==> config.mk <==
export PLATFORM = sky130hd
export DESIGN_NAME = pipeio
export DESIGN_NICKNAME = d
export VERILOG_FILES = /design/src/rtl/pipeio_pkg.sv /design/src/rtl/pipeio_sync.sv /design/src/rtl/pipeio.sv
export SDC_FILE = /design/constraint.sdc
export NUM_CORES = 1
export LEC_CHECK = 0
export ABC_AREA = 1
export CAP_MARGIN = 20
export CORE_MARGIN = 2
export CORE_UTILIZATION = 35
export CTS_BUF_LIST = sky130_fd_sc_hd__clkbuf_2 sky130_fd_sc_hd__clkbuf_4 sky130_fd_sc_hd__clkbuf_8
export CTS_CLUSTER_SIZE = 10
export DETAILED_ROUTE_END_ITERATION = 8
export GPL_ROUTABILITY_DRIVEN = 0
export HOLD_SLACK_MARGIN = 0.12
export PLACE_DENSITY = 0.71
export SYNTH_ARGS = -nofsm -noshare
export SYNTH_HDL_FRONTEND = slang
export SYNTH_HIERARCHICAL = 1
export SYNTH_SLANG_ARGS = --single-unit
export TNS_END_PERCENT = 50
==> constraint.sdc <==
create_clock -name clock -period 2.9 [get_ports clock]
set_clock_uncertainty 0.1 [all_clocks]
set_input_delay 0.29 -clock clock [delete_from_list [all_inputs] [get_ports clock]]
set_output_delay 0.29 -clock clock [all_outputs]
set_load 0.1 [all_outputs]
==> src/rtl/pipeio_pkg.sv <==
// pipeio shared definitions: I/O base, word offsets of the register map,
// TCTRL bit layout and the address-decode helper.
package pipeio_pkg;

  localparam logic [23:0] IO_BASE_HI = 24'hFFFFFF;

  localparam logic [5:0] OFF_SW    = 6'd0;
  localparam logic [5:0] OFF_KEY   = 6'd1;
  localparam logic [5:0] OFF_LED   = 6'd2;
  localparam logic [5:0] OFF_HEX   = 6'd3;
  localparam logic [5:0] OFF_TCNT  = 6'd4;
  localparam logic [5:0] OFF_TCMP  = 6'd5;
  localparam logic [5:0] OFF_TCTRL = 6'd6;

  localparam int TC_EN      = 0;
  localparam int TC_AUTOCLR = 1;
  localparam int TC_MATCH   = 2;

  // Packed so that the struct maps bit-for-bit onto TCTRL[2:0].
  typedef struct packed {
    logic match;
    logic autoclr;
    logic en;
  } tctrl_t;

  function automatic logic is_io(input logic [31:0] addr);
    return addr[31:8] == IO_BASE_HI;
  endfunction

endpackage

==> src/rtl/pipeio_sync.sv <==
// 2-flop synchroniser with a rising-edge pulse (sync vs previous sample).
// Ports: clock, reset (sync, high), d (async in), q (synced), rise (pulse).
module pipeio_sync
  import pipeio_pkg::*;
#(
  parameter int W = 1
) (
  input  logic         clock,
  input  logic         reset,
  input  logic [W-1:0] d,
  output logic [W-1:0] q,
  output logic [W-1:0] rise
);

  logic [W-1:0] meta_q, meta_d;
  logic [W-1:0] sync_q, sync_d;
  logic [W-1:0] prev_q, prev_d;

  always_comb begin
    meta_d = d;
    sync_d = meta_q;
    prev_d = sync_q;
  end

  always_ff @(posedge clock) begin
    if (reset) begin
      meta_q <= '0;
      sync_q <= '0;
      prev_q <= '0;
    end else begin
      meta_q <= meta_d;
      sync_q <= sync_d;
      prev_q <= prev_d;
    end
  end

  assign q    = sync_q;
  assign rise = sync_q & ~prev_q;

endmodule

==> src/rtl/pipeio.sv <==
// MEM-stage memory-mapped I/O: steers stores to RAM or I/O registers
// (SW, KEY, LED, HEX, optional timer) and muxes load data onto mmo.
// Ports: clock/reset, mwmem/malu/mb from EXE/MEM, ram_dout/ram_we to RAM,
// mmo to MEM/WB, sw/key pins, led/hex/tmr_irq outputs.
// Timer built only when PIPEIO_TIMER_EN is defined.
module pipeio
  import pipeio_pkg::*;
#(
  parameter int SW_W  = 10,
  parameter int KEY_W = 4,
  parameter int LED_W = 10
) (
  input  logic             clock,
  input  logic             reset,
  input  logic             mwmem,
  input  logic [31:0]      malu,
  input  logic [31:0]      mb,
  input  logic [31:0]      ram_dout,
  output logic             ram_we,
  output logic [31:0]      mmo,
  input  logic [SW_W-1:0]  sw,
  input  logic [KEY_W-1:0] key,
  output logic [LED_W-1:0] led,
  output logic [31:0]      hex,
  output logic             tmr_irq
);

  logic        io_sel;
  logic        io_wr;
  logic [5:0]  woff;
  logic [31:0] io_rdata;
  logic        unused_bits;

  assign io_sel      = is_io(malu);
  assign woff        = malu[7:2];
  assign io_wr       = mwmem & io_sel;
  assign ram_we      = mwmem & ~io_sel;
  assign unused_bits = ^malu[1:0];

  logic [SW_W-1:0]  sw_s;
  logic [SW_W-1:0]  sw_rise_unused;
  logic [KEY_W-1:0] key_s_unused;
  logic [KEY_W-1:0] key_rise;

  pipeio_sync #(.W(SW_W)) u_sw_sync (
    .clock (clock),
    .reset (reset),
    .d     (sw),
    .q     (sw_s),
    .rise  (sw_rise_unused)
  );

  pipeio_sync #(.W(KEY_W)) u_key_sync (
    .clock (clock),
    .reset (reset),
    .d     (key),
    .q     (key_s_unused),
    .rise  (key_rise)
  );

  logic [KEY_W-1:0] key_q, key_d;
  logic [LED_W-1:0] led_q, led_d;
  logic [31:0]      hex_q, hex_d;

  always_comb begin
    key_d = key_q;
    led_d = led_q;
    hex_d = hex_q;
    if (io_wr && woff == OFF_KEY) begin
      key_d = key_q & ~mb[KEY_W-1:0];
    end
    // New edges are ORed after the W1C so a capture wins.
    key_d = key_d | key_rise;
    if (io_wr && woff == OFF_LED) begin
      led_d = mb[LED_W-1:0];
    end
    if (io_wr && woff == OFF_HEX) begin
      hex_d = mb;
    end
  end

  always_ff @(posedge clock) begin
    if (reset) begin
      key_q <= '0;
      led_q <= '0;
      hex_q <= '0;
    end else begin
      key_q <= key_d;
      led_q <= led_d;
      hex_q <= hex_d;
    end
  end

  assign led = led_q;
  assign hex = hex_q;

`ifdef PIPEIO_TIMER_EN
  logic [31:0] tcnt_q, tcnt_d;
  logic [31:0] tcmp_q, tcmp_d;
  tctrl_t      tctrl_q, tctrl_d;
  logic        hit;

  assign hit = tctrl_q.en && (tcnt_q == tcmp_q);

  always_comb begin
    tcnt_d  = tcnt_q;
    tcmp_d  = tcmp_q;
    tctrl_d = tctrl_q;
    if (tctrl_q.en) begin
      tcnt_d = (hit && tctrl_q.autoclr) ? 32'd0 : tcnt_q + 32'd1;
    end
    // CPU write of TCNT overrides count/auto-clear.
    if (io_wr && woff == OFF_TCNT) begin
      tcnt_d = mb;
    end
    if (io_wr && woff == OFF_TCMP) begin
      tcmp_d = mb;
    end
    if (io_wr && woff == OFF_TCTRL) begin
      tctrl_d.en      = mb[TC_EN];
      tctrl_d.autoclr = mb[TC_AUTOCLR];
      if (mb[TC_MATCH]) begin
        tctrl_d.match = 1'b0;
      end
    end
    // Match set applied last so it beats a same-cycle W1C.
    if (hit) begin
      tctrl_d.match = 1'b1;
    end
  end

  always_ff @(posedge clock) begin
    if (reset) begin
      tcnt_q  <= '0;
      tcmp_q  <= '0;
      tctrl_q <= '0;
    end else begin
      tcnt_q  <= tcnt_d;
      tcmp_q  <= tcmp_d;
      tctrl_q <= tctrl_d;
    end
  end

  assign tmr_irq = tctrl_q.match;
`else
  assign tmr_irq = 1'b0;
`endif

  always_comb begin
    io_rdata = '0;
    unique case (1'b1)
      (woff == OFF_SW):    io_rdata[SW_W-1:0]  = sw_s;
      (woff == OFF_KEY):   io_rdata[KEY_W-1:0] = key_q;
      (woff == OFF_LED):   io_rdata[LED_W-1:0] = led_q;
      (woff == OFF_HEX):   io_rdata            = hex_q;
`ifdef PIPEIO_TIMER_EN
      (woff == OFF_TCNT):  io_rdata            = tcnt_q;
      (woff == OFF_TCMP):  io_rdata            = tcmp_q;
      (woff == OFF_TCTRL): io_rdata[2:0]       = tctrl_q;
`endif
      default:             io_rdata            = '0;
    endcase
  end

  assign mmo = io_sel ? io_rdata : ram_dout;

endmodule

Word level (Yosys, flattened, before mapping)
Index checks and enable logic that the tools add are counted.
Cells by class
  reduce and logical (&&, ||, !) cells: 4
  mux-type cells: 5
  equal/unequal tests: 4
  bitwise operators: 8
Operators with widths (number)
  $mux W32: 1
  $eq A24 B24 Y1 const B: 1
  $mux W22: 1
  $pmux W6 S3: 1
  $pmux W4 S4: 1
  $eq A6 B2 Y1 const B: 2
  $and A4 B4 Y4: 2
  $not A4 Y4: 2
  $eq A6 B1 Y1 const B: 1
  $logic_not A6 Y1: 1
  $mux W4: 1
  $or A4 B4 Y4: 1
  $logic_and A1 B1 Y1: 3
  $and A1 B1 Y1: 2
  $not A1 Y1: 1
Storage, ports and cells
  logic and storage cells: 29
  output and inout bits: 76
  register bits: 78
  input port bits: 113

Logic depth before layout (Yosys ltp)
  word-level depth: 5
  gate-level depth with buffers: 10
  depth with buffers taken out: 10

Cells and area by module
Netlist, hierarchy kept.
Modules (own cells, without submodules)
  pipeio: cells an instance 447, area an instance 2682.6 sq um, times used 1, sequential area each 920.9 sq um
  pipeio_sync (u_sw_sync): cells an instance 103, area an instance 897.1 sq um, times used 1, sequential area each 600.6 sq um
  pipeio_sync (u_key_sync): cells an instance 41, area an instance 356.6 sq um, times used 1, sequential area each 240.2 sq um

Worst setup path after synthesis
No wires, ideal clock.
  path kind: reg2out
  start point: reg hex_q[10] (netlist: hex[10])
  end point: out mmo[10]
  slack: -862 ps
  arrival: 3372 ps
  buffers on the path: 0
  cell stages (with the launch flop): 3
  data required time: 2510 ps
  path through: dfxtp_1 -> inv_1 -> o31ai_1
On the way
  word-level cells in the longest chain between the ends: 2
RTL lines
  start: declaration: line pipeio.sv:63  | logic [31:0] hex_q, hex_d;
  start signal: assignment: line pipeio.sv:86  | hex_q <= '0;
  start signal: assignment: line pipeio.sv:90  | hex_q <= hex_d;
  $mux W22: line pipeio.sv:151  | unique case (1'b1)
  $mux W32: line pipeio.sv:165  | assign mmo = io_sel ? io_rdata : ram_dout;
  end: declaration: line pipeio.sv:20  | output logic [31:0] mmo,
No other way between the ends.

Final worst setup path
  start point: in malu[8]
  end point: out mmo[29]
On the way
  word-level cells in the longest chain between the ends: 2
RTL lines
  start: declaration: line pipeio.sv:16  | input logic [31:0] malu,
  $eq A24 B24 Y1: line pipeio_pkg.sv:27  | return addr[31:8] == IO_BASE_HI;
  $mux W32: line pipeio.sv:165
No other way between the ends.

==> reports/metrics.sh <==
POST_SYNTH_INST_COUNT=551
PORTBUFFERS=185
POST-ROUTE-MIN-PERIOD_NS=2.66
ANTENNA_FOUND_INITIAL=0
WORST-ENDPOINT-ARRIVAL_NS=2.27
POWER.SWITCHING_uW=729
CTS_RESIZED=0
COMBINATIONAL_CELL_FRACTION_OF_TOTAL_POWER_PCT=22.4
INTERNAL_POWER_mW=1.76
FINAL_ANTENNA_DIODE_COUNT=0
DPL_CELL_AREA_UM2=6000
ROUTE.DETAILED.DRC=0
MAPPEDNETLISTAREA_UM2=3620
DRT-TOTAL-WL_UM=11500
TIMING.MAX_SLEW.REL_SLACK_PCT=62.4
SLEW_VIOLATIONS=0
CLOCKROOTBUFFER='sky130_fd_sc_hd__clkbuf_8'
FINALSETUPVIOLCOUNT=0
P_LEAK_nW=2.93
PIN_COUNT=189
FINAL_AREA_UM2=6210
AREA_GROWTH_PCT=71.3
PART_OF_THE_POWER_IN_REGISTERS_PCT=44.2
DR_TOTAL_VIAS=3932
ROUTE.DETAILED.VIAS_PER_INST=4.52
DRIVE_GT1_SHARE_PCT=18.1
CPMAXSTAGEDELAYCELL='sky130_fd_sc_hd__clkdlybuf4s50_1'
CLKSLEWWORSTSETUPHOLDPATHS_NS=0.08
MAXIMUM_NUMBER_OF_PINS_ON_ONE_NET_BEFORE_GLOBAL_ROUTE_REPAIR=57
TIMING.REG2REG.WORST_PATH_DEPTH=6
FLOORPLAN.INITIALDENSITY_PCT=35.6
POST-ROUTE-PERIOD-UTIL_PCT=91.6
SYNTHESIZED_AREA_PER_CELL_UM2=6.58
SHARE_CLK_OF_TOTAL_POWER_PCT=33.4
ROUTEDWLPERCELL_UM=13.3
DIE_AREA_UM2=11200
TOTAL_NUMBER_OF_YOSYS_WARNINGS=6
CRIT_PATH_START_KIND='input pin'
TRITONCTS='built'
ANTENNA_LEFT=0
SYNTH.NET_COUNT=664
FF2FF_SETUP_SLACK_NS=2.01
CTS_HOLD_BUF=0
PATH_MAX_FANOUT=20
WORST_R2R_ENDPOINT='key_q[0]'
POWER_SWITCHING_SHARE_PCT=29.3
STARTPOINT='malu[8]'
TIGHTEST_SLEW_NS=0.563
WORSTPATHCELLLIST='clkdlybuf4s50_1 > nand2_1 > nor2_1 > nand2_1 > nor2_1 > nand2_2 > buf_4 > o31ai_2 > buf_12'
RSZ_0062_RAISED_AFTER_GLOBAL_ROUTING='no'
MAX_STAGE_DELAY_NS=0.46
NETS=841
TIMING.CRITICAL_PATH.TO_TYPE='output pin'
CLKLATENCYLATEPIN_NS=0.35
REPORT.FINAL.HOLD_VIOL_COUNT=0
GRT_FIRST_PASS_WIRELENGTH_UM=18100
WORSTSETUPPATHTYPE='in -> out'
DRC_VIOLATION_TOTAL_AFTER_THE_FIRST_TRITONROUTE_ITERATION=235
TRACK_USAGE_PCT=20.4
DIEHEIGHT_UM=106
DIE_W_UM=106
ENDPOINT='mmo[29]'
FMAX_MHz=376
POSTCTSSETUPREPAIRBUFS=0
CRITICAL_PATH.TOP_DELAY_FAMILY='buffers and inverters'
HTREE_LEVELS=3
RUN_STATUS='finished clean'
GLOBALROUTEOVERFLOWTOTAL=0
TRITONCTS.NUM_BUFFERS=9
ROWS=37
CRIT-REG2REG-LAUNCH='key_q[0]'
DESIGN_POWER_TOTAL_mW=2.49
TIMING.CRITICAL_PATH.REQUIRED_NS=2.51
DPL.HPWL_UM=8840
CORE_AREA_UM2=10200
DRT_PASS1_ITERATIONS=4
CRIT_BUF_INV=3
CLKSINKCOUNT=78
GRT_PASS1_VIAS=3758
POWER.DENSITY_nW_PER_UM2=401
DRV_CAP=0
PATH_DEPTH=9
CLOCKBUFFERDEPTH=2
IR_DROP_mV=0.232
HP-CLASS='reg -> reg'
[sequential cells by signal, indices dropped and copies added (netlist names)]
name               flops
key_q                  4
u_key_sync/prev_q      4
led                   10
u_key_sync/meta_q      4
u_key_sync/q           4
hex                   32
u_sw_sync/q           10
u_sw_sync/meta_q      10
[power groups by stage]
stage | Combinational (mW) | Sequential (mW) | Clock (mW)
after detailed placement | 0.560 | 1.12 | 0
after global routing | 0.584 | 1.10 | 0.904
final | 0.558 | 1.10 | 0.830
after global placement | 0.556 | 1.12 | 0
after floorplan | 0.280 | 1.12 | 0
after CTS | 0.562 | 1.10 | 0.853
[stage by stage]
stage | setup slack (ns) | hold slack [ns] | setup TNS (ns) | utilization, % | std cells
2_1_floorplan | -0.0720 | 0.261 | -0.636 | - | 551
4_1_cts | 0.234 | 0.308 | 0 | 61.0 | 869
3_3_place_gp | 0.233 | 0.290 | 0 | 58.9 | 853
3_5_place_dp | 0.239 | 0.296 | 0 | 58.9 | 853
6_report | 0.244 | 0.305 | 0 | 61.0 | 869
5_1_grt | 0.0778 | 0.321 | 0 | 61.0 | 869
[final cells by class]
type | count | area, µm²
clock inverter | 7 | 81.3
multi-input combinational | 346 | 1730
fill | 943 | 3980
tap | 136 | 170
sequential | 78 | 1560
timing repair buffer | 195 | 2180
inverter | 98 | 368
clock buffer | 9 | 124
[worst register-to-register path, cell delays in order (launching register included)]
cell                      delay (ns)
sky130_fd_sc_hd__dfxtp_1        0.33
sky130_fd_sc_hd__inv_1          0.05
sky130_fd_sc_hd__nor2_1         0.08
sky130_fd_sc_hd__nand2_1        0.06
sky130_fd_sc_hd__nand3_1        0.09
sky130_fd_sc_hd__nand2_1        0.07
sky130_fd_sc_hd__inv_1          0.07
[per-layer routing]
layer,wire (µm),share of wire [%],track usage (%)
met3,836,7.2,4.27
met2,5900,51,36.1
met4,166,1.4,7.89
met5,0,0,0
met1,4630,40,24.1
[worst min path at each step]
stage / startpoint / endpoint / slack (ns) / cells after the start
5_1_grt: u_sw_sync/meta_q[4] / u_sw_sync/q[4] / 0.32 / 2
3_5_place_dp: u_sw_sync/meta_q[4] / u_sw_sync/q[4] / 0.30 / 2
4_1_cts: u_sw_sync/meta_q[4] / u_sw_sync/q[4] / 0.31 / 2
3_3_place_gp: u_key_sync/meta_q[1] / u_key_sync/q[1] / 0.29 / 2
2_1_floorplan: reset / u_key_sync/q[3] / 0.26 / 1
6_report: u_sw_sync/meta_q[8] / u_sw_sync/q[8] / 0.31 / 2
[cell usage in the layout, fill, tap and decap left out]
cell type,instances
sky130_fd_sc_hd__o21ai_0,3
sky130_fd_sc_hd__inv_1,94
sky130_fd_sc_hd__nor2_2,1
sky130_fd_sc_hd__nor2_1,121
sky130_fd_sc_hd__clkinv_4,3
sky130_fd_sc_hd__nand2_2,1
sky130_fd_sc_hd__clkdlybuf4s50_1,110
sky130_fd_sc_hd__nor2_4,1
sky130_fd_sc_hd__clkinvlp_4,1
sky130_fd_sc_hd__clkbuf_8,9
sky130_fd_sc_hd__nand4_1,14
sky130_fd_sc_hd__nand3_1,5
sky130_fd_sc_hd__nand2_1,138
sky130_fd_sc_hd__buf_4,50
sky130_fd_sc_hd__a21oi_1,10
sky130_fd_sc_hd__dfxtp_1,78
sky130_fd_sc_hd__buf_12,35
sky130_fd_sc_hd__o221ai_1,1
sky130_fd_sc_hd__inv_2,4
sky130_fd_sc_hd__bufinv_16,1
sky130_fd_sc_hd__o21ai_2,1
sky130_fd_sc_hd__nor3_2,1
sky130_fd_sc_hd__o22ai_1,10
sky130_fd_sc_hd__o31ai_2,12
sky130_fd_sc_hd__o21ai_1,15
sky130_fd_sc_hd__nand4_4,1
sky130_fd_sc_hd__inv_6,2
sky130_fd_sc_hd__o31ai_4,10
sky130_fd_sc_hd__conb_1,1
No activity file was read; power rests on OpenSTA's default activity.
